### src/rtl/tpu_pkg.sv
// rtl/tpu_pkg.sv - shared types and constants for the TPU job arbiter
package tpu_pkg;

    typedef enum logic [2:0] {
        ST_IDLE,
        ST_LOAD,
        ST_WAIT,
        ST_CAPTURE,
        ST_RESP
    } arb_state_t;

    localparam int OPERAND_BYTES          = 8;
    localparam int RESULT_BYTES           = 4;
    localparam int TIMEOUT_CYCLES_DEFAULT = 64;

endpackage

### src/rtl/rr_arbiter2.sv
// rtl/rr_arbiter2.sv - combinational two-way round-robin pick
module rr_arbiter2 (
    input  logic [1:0] valid,
    input  logic       prio,
    output logic [1:0] grant,
    output logic       grant_idx
);

    always_comb begin
        grant_idx = valid[prio] ? prio : ~prio;
        grant     = 2'b00;
        if (valid[grant_idx]) begin
            grant = grant_idx ? 2'b10 : 2'b01;
        end
    end

endmodule

### src/rtl/tpu_job_arbiter.sv
// rtl/tpu_job_arbiter.sv - two-requester job scheduler for the 2x2 TPU core
module tpu_job_arbiter
    import tpu_pkg::*;
#(
    parameter int TIMEOUT_CYCLES = TIMEOUT_CYCLES_DEFAULT
) (
    input  logic        clk,
    input  logic        rst,
    input  logic [1:0]  req_valid,
    output logic [1:0]  req_ready,
    input  logic [15:0] req_data,
    input  logic [3:0]  req_cfg,
    output logic [1:0]  rsp_valid,
    input  logic [1:0]  rsp_ready,
    output logic [7:0]  rsp_data,
    output logic        rsp_err,
    output logic        rsp_last,
    output logic        tpu_load_en,
    output logic [7:0]  tpu_data,
    output logic        tpu_transpose,
    output logic        tpu_activation,
    input  logic [7:0]  tpu_out,
    input  logic        tpu_done,
    output logic        busy,
    output logic        owner
);

    localparam int WD_W = $clog2(TIMEOUT_CYCLES) + 1;
    localparam int BC_W = $clog2(OPERAND_BYTES);
    localparam int RI_W = $clog2(RESULT_BYTES);

    arb_state_t      state_q, state_d;
    logic            prio_q, prio_d;
    logic            owner_q, owner_d;
    logic            cfg_t_q, cfg_t_d;
    logic            cfg_a_q, cfg_a_d;
    logic            err_q, err_d;
    logic [BC_W-1:0] byte_cnt_q, byte_cnt_d;
    logic [WD_W-1:0] wd_q, wd_d;
    logic [RI_W-1:0] cap_idx_q, cap_idx_d;
    logic [RI_W-1:0] rsp_idx_q, rsp_idx_d;
    logic [7:0]      res_buf_q [RESULT_BYTES];
    logic [7:0]      res_buf_d [RESULT_BYTES];
    logic            load_en_q, load_en_d;
    logic [7:0]      tdata_q, tdata_d;

    logic [1:0]      grant;
    logic            grant_idx;
    logic [7:0]      owner_byte;
    logic            load_hs;
    logic            rsp_hs;
    logic            in_job;

    rr_arbiter2 u_rr (
        .valid     (req_valid),
        .prio      (prio_q),
        .grant     (grant),
        .grant_idx (grant_idx)
    );

    assign owner_byte = owner_q ? req_data[15:8] : req_data[7:0];
    assign load_hs    = (state_q == ST_LOAD) && req_valid[owner_q];
    assign rsp_hs     = (state_q == ST_RESP) && rsp_ready[owner_q];
    assign in_job     = (state_q == ST_LOAD) || (state_q == ST_WAIT) || (state_q == ST_CAPTURE);

    always_comb begin
        state_d    = state_q;
        prio_d     = prio_q;
        owner_d    = owner_q;
        cfg_t_d    = cfg_t_q;
        cfg_a_d    = cfg_a_q;
        err_d      = err_q;
        byte_cnt_d = byte_cnt_q;
        wd_d       = wd_q;
        cap_idx_d  = cap_idx_q;
        rsp_idx_d  = rsp_idx_q;
        res_buf_d  = res_buf_q;
        load_en_d  = 1'b0;
        tdata_d    = tdata_q;

        case (state_q)
            ST_IDLE: begin
                if (|grant) begin
                    owner_d    = grant_idx;
                    cfg_t_d    = req_cfg[{grant_idx, 1'b1}];
                    cfg_a_d    = req_cfg[{grant_idx, 1'b0}];
                    byte_cnt_d = '0;
                    state_d    = ST_LOAD;
                end
            end
            ST_LOAD: begin
                if (load_hs) begin
                    tdata_d    = owner_byte;
                    load_en_d  = 1'b1;
                    byte_cnt_d = byte_cnt_q + 1'b1;
                    if (byte_cnt_q == BC_W'(OPERAND_BYTES - 1)) begin
                        wd_d    = '0;
                        state_d = ST_WAIT;
                    end
                end
            end
            ST_WAIT: begin
                wd_d = wd_q + 1'b1;
                // done outranks a coincident timeout
                if (tpu_done) begin
                    res_buf_d[0] = tpu_out;
                    cap_idx_d    = RI_W'(1);
                    state_d      = ST_CAPTURE;
                end else if (wd_q == WD_W'(TIMEOUT_CYCLES - 1)) begin
                    for (int i = 0; i < RESULT_BYTES; i++) begin
                        res_buf_d[i] = 8'h00;
                    end
                    err_d     = 1'b1;
                    rsp_idx_d = '0;
                    state_d   = ST_RESP;
                end
            end
            ST_CAPTURE: begin
                res_buf_d[cap_idx_q] = tpu_out;
                cap_idx_d            = cap_idx_q + 1'b1;
                if (cap_idx_q == RI_W'(RESULT_BYTES - 1)) begin
                    rsp_idx_d = '0;
                    state_d   = ST_RESP;
                end
            end
            ST_RESP: begin
                if (rsp_hs) begin
                    rsp_idx_d = rsp_idx_q + 1'b1;
                    if (rsp_idx_q == RI_W'(RESULT_BYTES - 1)) begin
                        prio_d  = ~owner_q;
                        err_d   = 1'b0;
                        state_d = ST_IDLE;
                    end
                end
            end
            default: state_d = ST_IDLE;
        endcase
    end

    always_ff @(posedge clk) begin
        if (rst) begin
            state_q    <= ST_IDLE;
            prio_q     <= 1'b0;
            owner_q    <= 1'b0;
            cfg_t_q    <= 1'b0;
            cfg_a_q    <= 1'b0;
            err_q      <= 1'b0;
            byte_cnt_q <= '0;
            wd_q       <= '0;
            cap_idx_q  <= '0;
            rsp_idx_q  <= '0;
            load_en_q  <= 1'b0;
            tdata_q    <= 8'h00;
            for (int i = 0; i < RESULT_BYTES; i++) begin
                res_buf_q[i] <= 8'h00;
            end
        end else begin
            state_q    <= state_d;
            prio_q     <= prio_d;
            owner_q    <= owner_d;
            cfg_t_q    <= cfg_t_d;
            cfg_a_q    <= cfg_a_d;
            err_q      <= err_d;
            byte_cnt_q <= byte_cnt_d;
            wd_q       <= wd_d;
            cap_idx_q  <= cap_idx_d;
            rsp_idx_q  <= rsp_idx_d;
            load_en_q  <= load_en_d;
            tdata_q    <= tdata_d;
            for (int i = 0; i < RESULT_BYTES; i++) begin
                res_buf_q[i] <= res_buf_d[i];
            end
        end
    end

    always_comb begin
        req_ready = 2'b00;
        rsp_valid = 2'b00;
        rsp_data  = 8'h00;
        rsp_err   = 1'b0;
        rsp_last  = 1'b0;
        if (state_q == ST_LOAD) begin
            req_ready = owner_q ? 2'b10 : 2'b01;
        end
        if (state_q == ST_RESP) begin
            rsp_valid = owner_q ? 2'b10 : 2'b01;
            rsp_data  = res_buf_q[rsp_idx_q];
            rsp_err   = err_q;
            rsp_last  = (rsp_idx_q == RI_W'(RESULT_BYTES - 1));
        end
    end

    assign tpu_load_en    = load_en_q;
    assign tpu_data       = tdata_q;
    assign tpu_transpose  = cfg_t_q & in_job;
    assign tpu_activation = cfg_a_q & in_job;
    assign busy           = (state_q != ST_IDLE);
    assign owner          = owner_q;

endmodule

### config.mk
export PLATFORM = sky130hd
export DESIGN_NAME = tpu_job_arbiter
export DESIGN_NICKNAME = d
export VERILOG_FILES = /design/src/rtl/tpu_pkg.sv /design/src/rtl/rr_arbiter2.sv /design/src/rtl/tpu_job_arbiter.sv
export SDC_FILE = /design/constraint.sdc
export NUM_CORES = 1
export LEC_CHECK = 0
export ABC_AREA = 0
export CELL_PAD_IN_SITES_DETAIL_PLACEMENT = 0
export CELL_PAD_IN_SITES_GLOBAL_PLACEMENT = 2
export CORE_MARGIN = 1.5
export CORE_UTILIZATION = 30
export CTS_BUF_LIST = sky130_fd_sc_hd__clkbuf_16
export DETAILED_ROUTE_END_ITERATION = 7
export HOLD_SLACK_MARGIN = 0.02
export PLACE_DENSITY_LB_ADDON = 0.05
export RECOVER_POWER = 25
export REMOVE_ABC_BUFFERS = 1
export SYNTH_ARGS = -nofsm -noshare
export SYNTH_HDL_FRONTEND = slang
export SYNTH_SLANG_ARGS = --single-unit
### constraint.sdc
create_clock -name clk -period 3.85 [get_ports clk]
set_input_delay 0.385 -clock clk [delete_from_list [all_inputs] [get_ports clk]]
set_output_delay 0.385 -clock clk [all_outputs]
set_load 0.02 [all_outputs]
==> impl_metrics.yaml <==
synth:
  syn_inst: 314
  synth_area_leaders: "dfxtp_1 (41%), a22o_1 (6.8%), mux4_2 (5.9%), mux2i_1 (5.2%), ha_1 (3.3%)"
  synth.cell_area_um2: 3070
  syn_area_per_cell_um2: 9.77
  synth-simple-area-share_pct: 17.0
  synth.largest_area_cell: "dfxtp_1"
  synth_top_cell_area_share_pct: 41.1
  synth_warnings: 0
  ys_ff_latch: 63
  synthFlopType: "dfxtp_1"
  async_flop_share_pct: 0
  synth_compound_area_share_pct: 23.1
  synthAdderAreaFrac_pct: 3.26
  synth_top_family_by_area: "compound AO/OA/AOI/OAI gates"
  synth_edf_count: 0
  ys_types: 55
  synthMuxAreaShare_pct: 11.9
  synthXorXnorAreaFrac_pct: 0
  ys_seq_area_share_pct: 41.1
power:
  total_power_uw: 1840
  ir_drop_v: 0.000284
  power_leakage_uw: 0.00151
  power.density_nw_per_um2: 444
timing:
  fmax_mhz: 329
  rsz0062_at_grt: "false"
  max_slew.worst_pin.slew_ns: 1.03
  slew_violations: 0
  finalSetupTns_ns: 0
  finalHoldViolCount: 0
  slew_headroom_pct: 31.2
  fin_crit_ns: 3.04
  final-setup-viol-count: 0
  finalCritPeriodShare_pct: 79.0
  finalClockSkew_ns: 0.00826
clock_tree:
  cts.clk_slew.worst_paths_ns: 0.06
  htree_levels: 3
  cts_hold_buffers: 0
  cts-root-buf: "clkbuf_16"
  clk_latency_ns: 0.33
  cts_tree: "done"
  clock_path_buffers: 2
  cts_buffers: 9
  post_cts_buffers: 0
  post_cts_resized: 0
  clock-sinks: 63
run_status:
  outcome: "complete, no violations"
detailed_routing:
  wirelength_mm: 8.57
  drc: 0
  ant_nets: 0
  drtIter0Drc: 104
  drtPass1Iterations: 4
  avgRoutedWirePerCell_um: 16.7
  via_per_inst: 5.11
  vias: 2621
global_routing:
  grt_usage_pct: 16.7
  antenna_found_initial: 0
  grt_pass1_vias: 2667
  grt.overflow.total: 0
  grt_max_degree: 23
  grt_pass1_wl_mm: 14.1
floorplanning:
  start_util_pct: 31.1
  fp.dieW_um: 104
  core-area_um2: 9860
  rows: 36
  die_height_um: 104
  die_area_um2: 10800
  ios: 62
worst_setup_path:
  critPathCaptureType: "output pin"
  critical_path_peak_fanout: 16
  cp.required_ns: 3.46
  startpoint_type: "flop"
  arrival_ns: 2.66
  worstSetupPathType: "flop to output pin"
layout:
  diodes: 0
  nFillCells: 975
  nNetsFinal: 418
  final_common_cell: "dfxtp_1"
  drive_gt1_share_pct: 9.74
  final_cell_mix: "dfxtp_1 (63), clkdlybuf4s50_1 (51), nor2_1 (26)"
  synthToLayoutAreaGrowth_pct: 35.0
place:
  portBuffers: 61
  place_congestion: 0.720
  hpwl_mm: 5.74
run:
  drv_cap: 0
worst_hold_path:
  min_path_type: "flop to flop"
[cells by family after synthesis]
logic type      count (synthesis)
compound gates                 96
fa+ha+maj                       8
buf+inv                        24
flops                          63
mux                            26
simple gates                   97
[power breakdown]
part / internal (uW) / leakage (uW) / switching, uW / total (uW)
Clock: 642 / 0.000171 / 324 / 966
Combinational: 90.7 / 0.000830 / 101 / 192
Sequential: 667 / 0.000510 / 14.9 / 682
[final timing paths]
| kind | start | end | slack (ns) | cells past startpoint |
|---|---|---|---|---|
| setup / recovery | state_q[2] | rsp_last | 0.81 | 4 |
| hold / removal | byte_cnt_q[2] | byte_cnt_q[2] | 0.46 | 2 |
| setup reg to reg | state_q[1] | wd_q[5] | 1.22 | 4 |
| hold reg to reg | byte_cnt_q[2] | byte_cnt_q[2] | 0.46 | 2 |
[worst max-delay path, cell delays in order (launching register included)]
cell and delay (ns):
dfxtp_1 0.63, nor3b_2 0.24, clkbuf_1 0.59, and2_1 0.25
clkdlybuf4s50_1 0.62
[layout make-up]
type	count	area [um^2]	share of cell area, %
clock buffers	9	225	5.43
well taps	133	166	4.02
flip-flops and latches	63	1260	30.4
clock inverters	7	125	3.02
repair buffers	67	652	15.7
multi-input cells	227	1690	40.7
inverters	7	26.3	0.634
[metrics by stage]
step / cells / area (um^2) / util (%) / setup slack, ns / hold slack (ns)
after detailed placement: 497 / 3810 / 38.6 / 1.37 / 0.455
after global placement: 497 / 3810 / 38.6 / 1.41 / 0.442
after floorplan: 297 / 2990 / - / 1.75 / 0.430
final: 513 / 4140 / 42.0 / 0.808 / 0.465
after CTS: 513 / 4160 / 42.2 / 1.02 / 0.468
after global routing: 513 / 4140 / 42.0 / 0.626 / 0.481
[synthesized netlist by cell type (all sizes together), types with 2 or more instances]
library cell  number
nor3               3
nand2             21
nor2              26
mux2i             16
or2                2
nand2b             4
o31ai              3
a21oi             19
o31a               3
nor2b              3
and2              14
o22ai              3
nand4              3
a22o              24
a21o               2
a211oi            11
and3               3
dfxtp             63
a21boi             3
nand3              4
or3                2
inv                7
nor3b              7
buf                8
mux4               8
o221ai             2
o41ai              2
ha                 8
o21ai             12
mux2               2
clkbuf             9
[layer usage]
layer,up-vias,GRT usage [%],wire [um]
met4,0,5.06,132
met5,-,0,0
met2,62,27.0,3890
met1,1244,21.1,4100
li1,1306,-,-
met3,9,5.51,446
[sequential cells by signal (all words and copies together), names as in the netlist, 2 cells and up]
signal      count
rsp_idx_q       2
state_q         3
res_buf_q      32
cap_idx_q       2
wd_q            7
tpu_data        8
byte_cnt_q      3
Power figures use the tool's default switching activity.
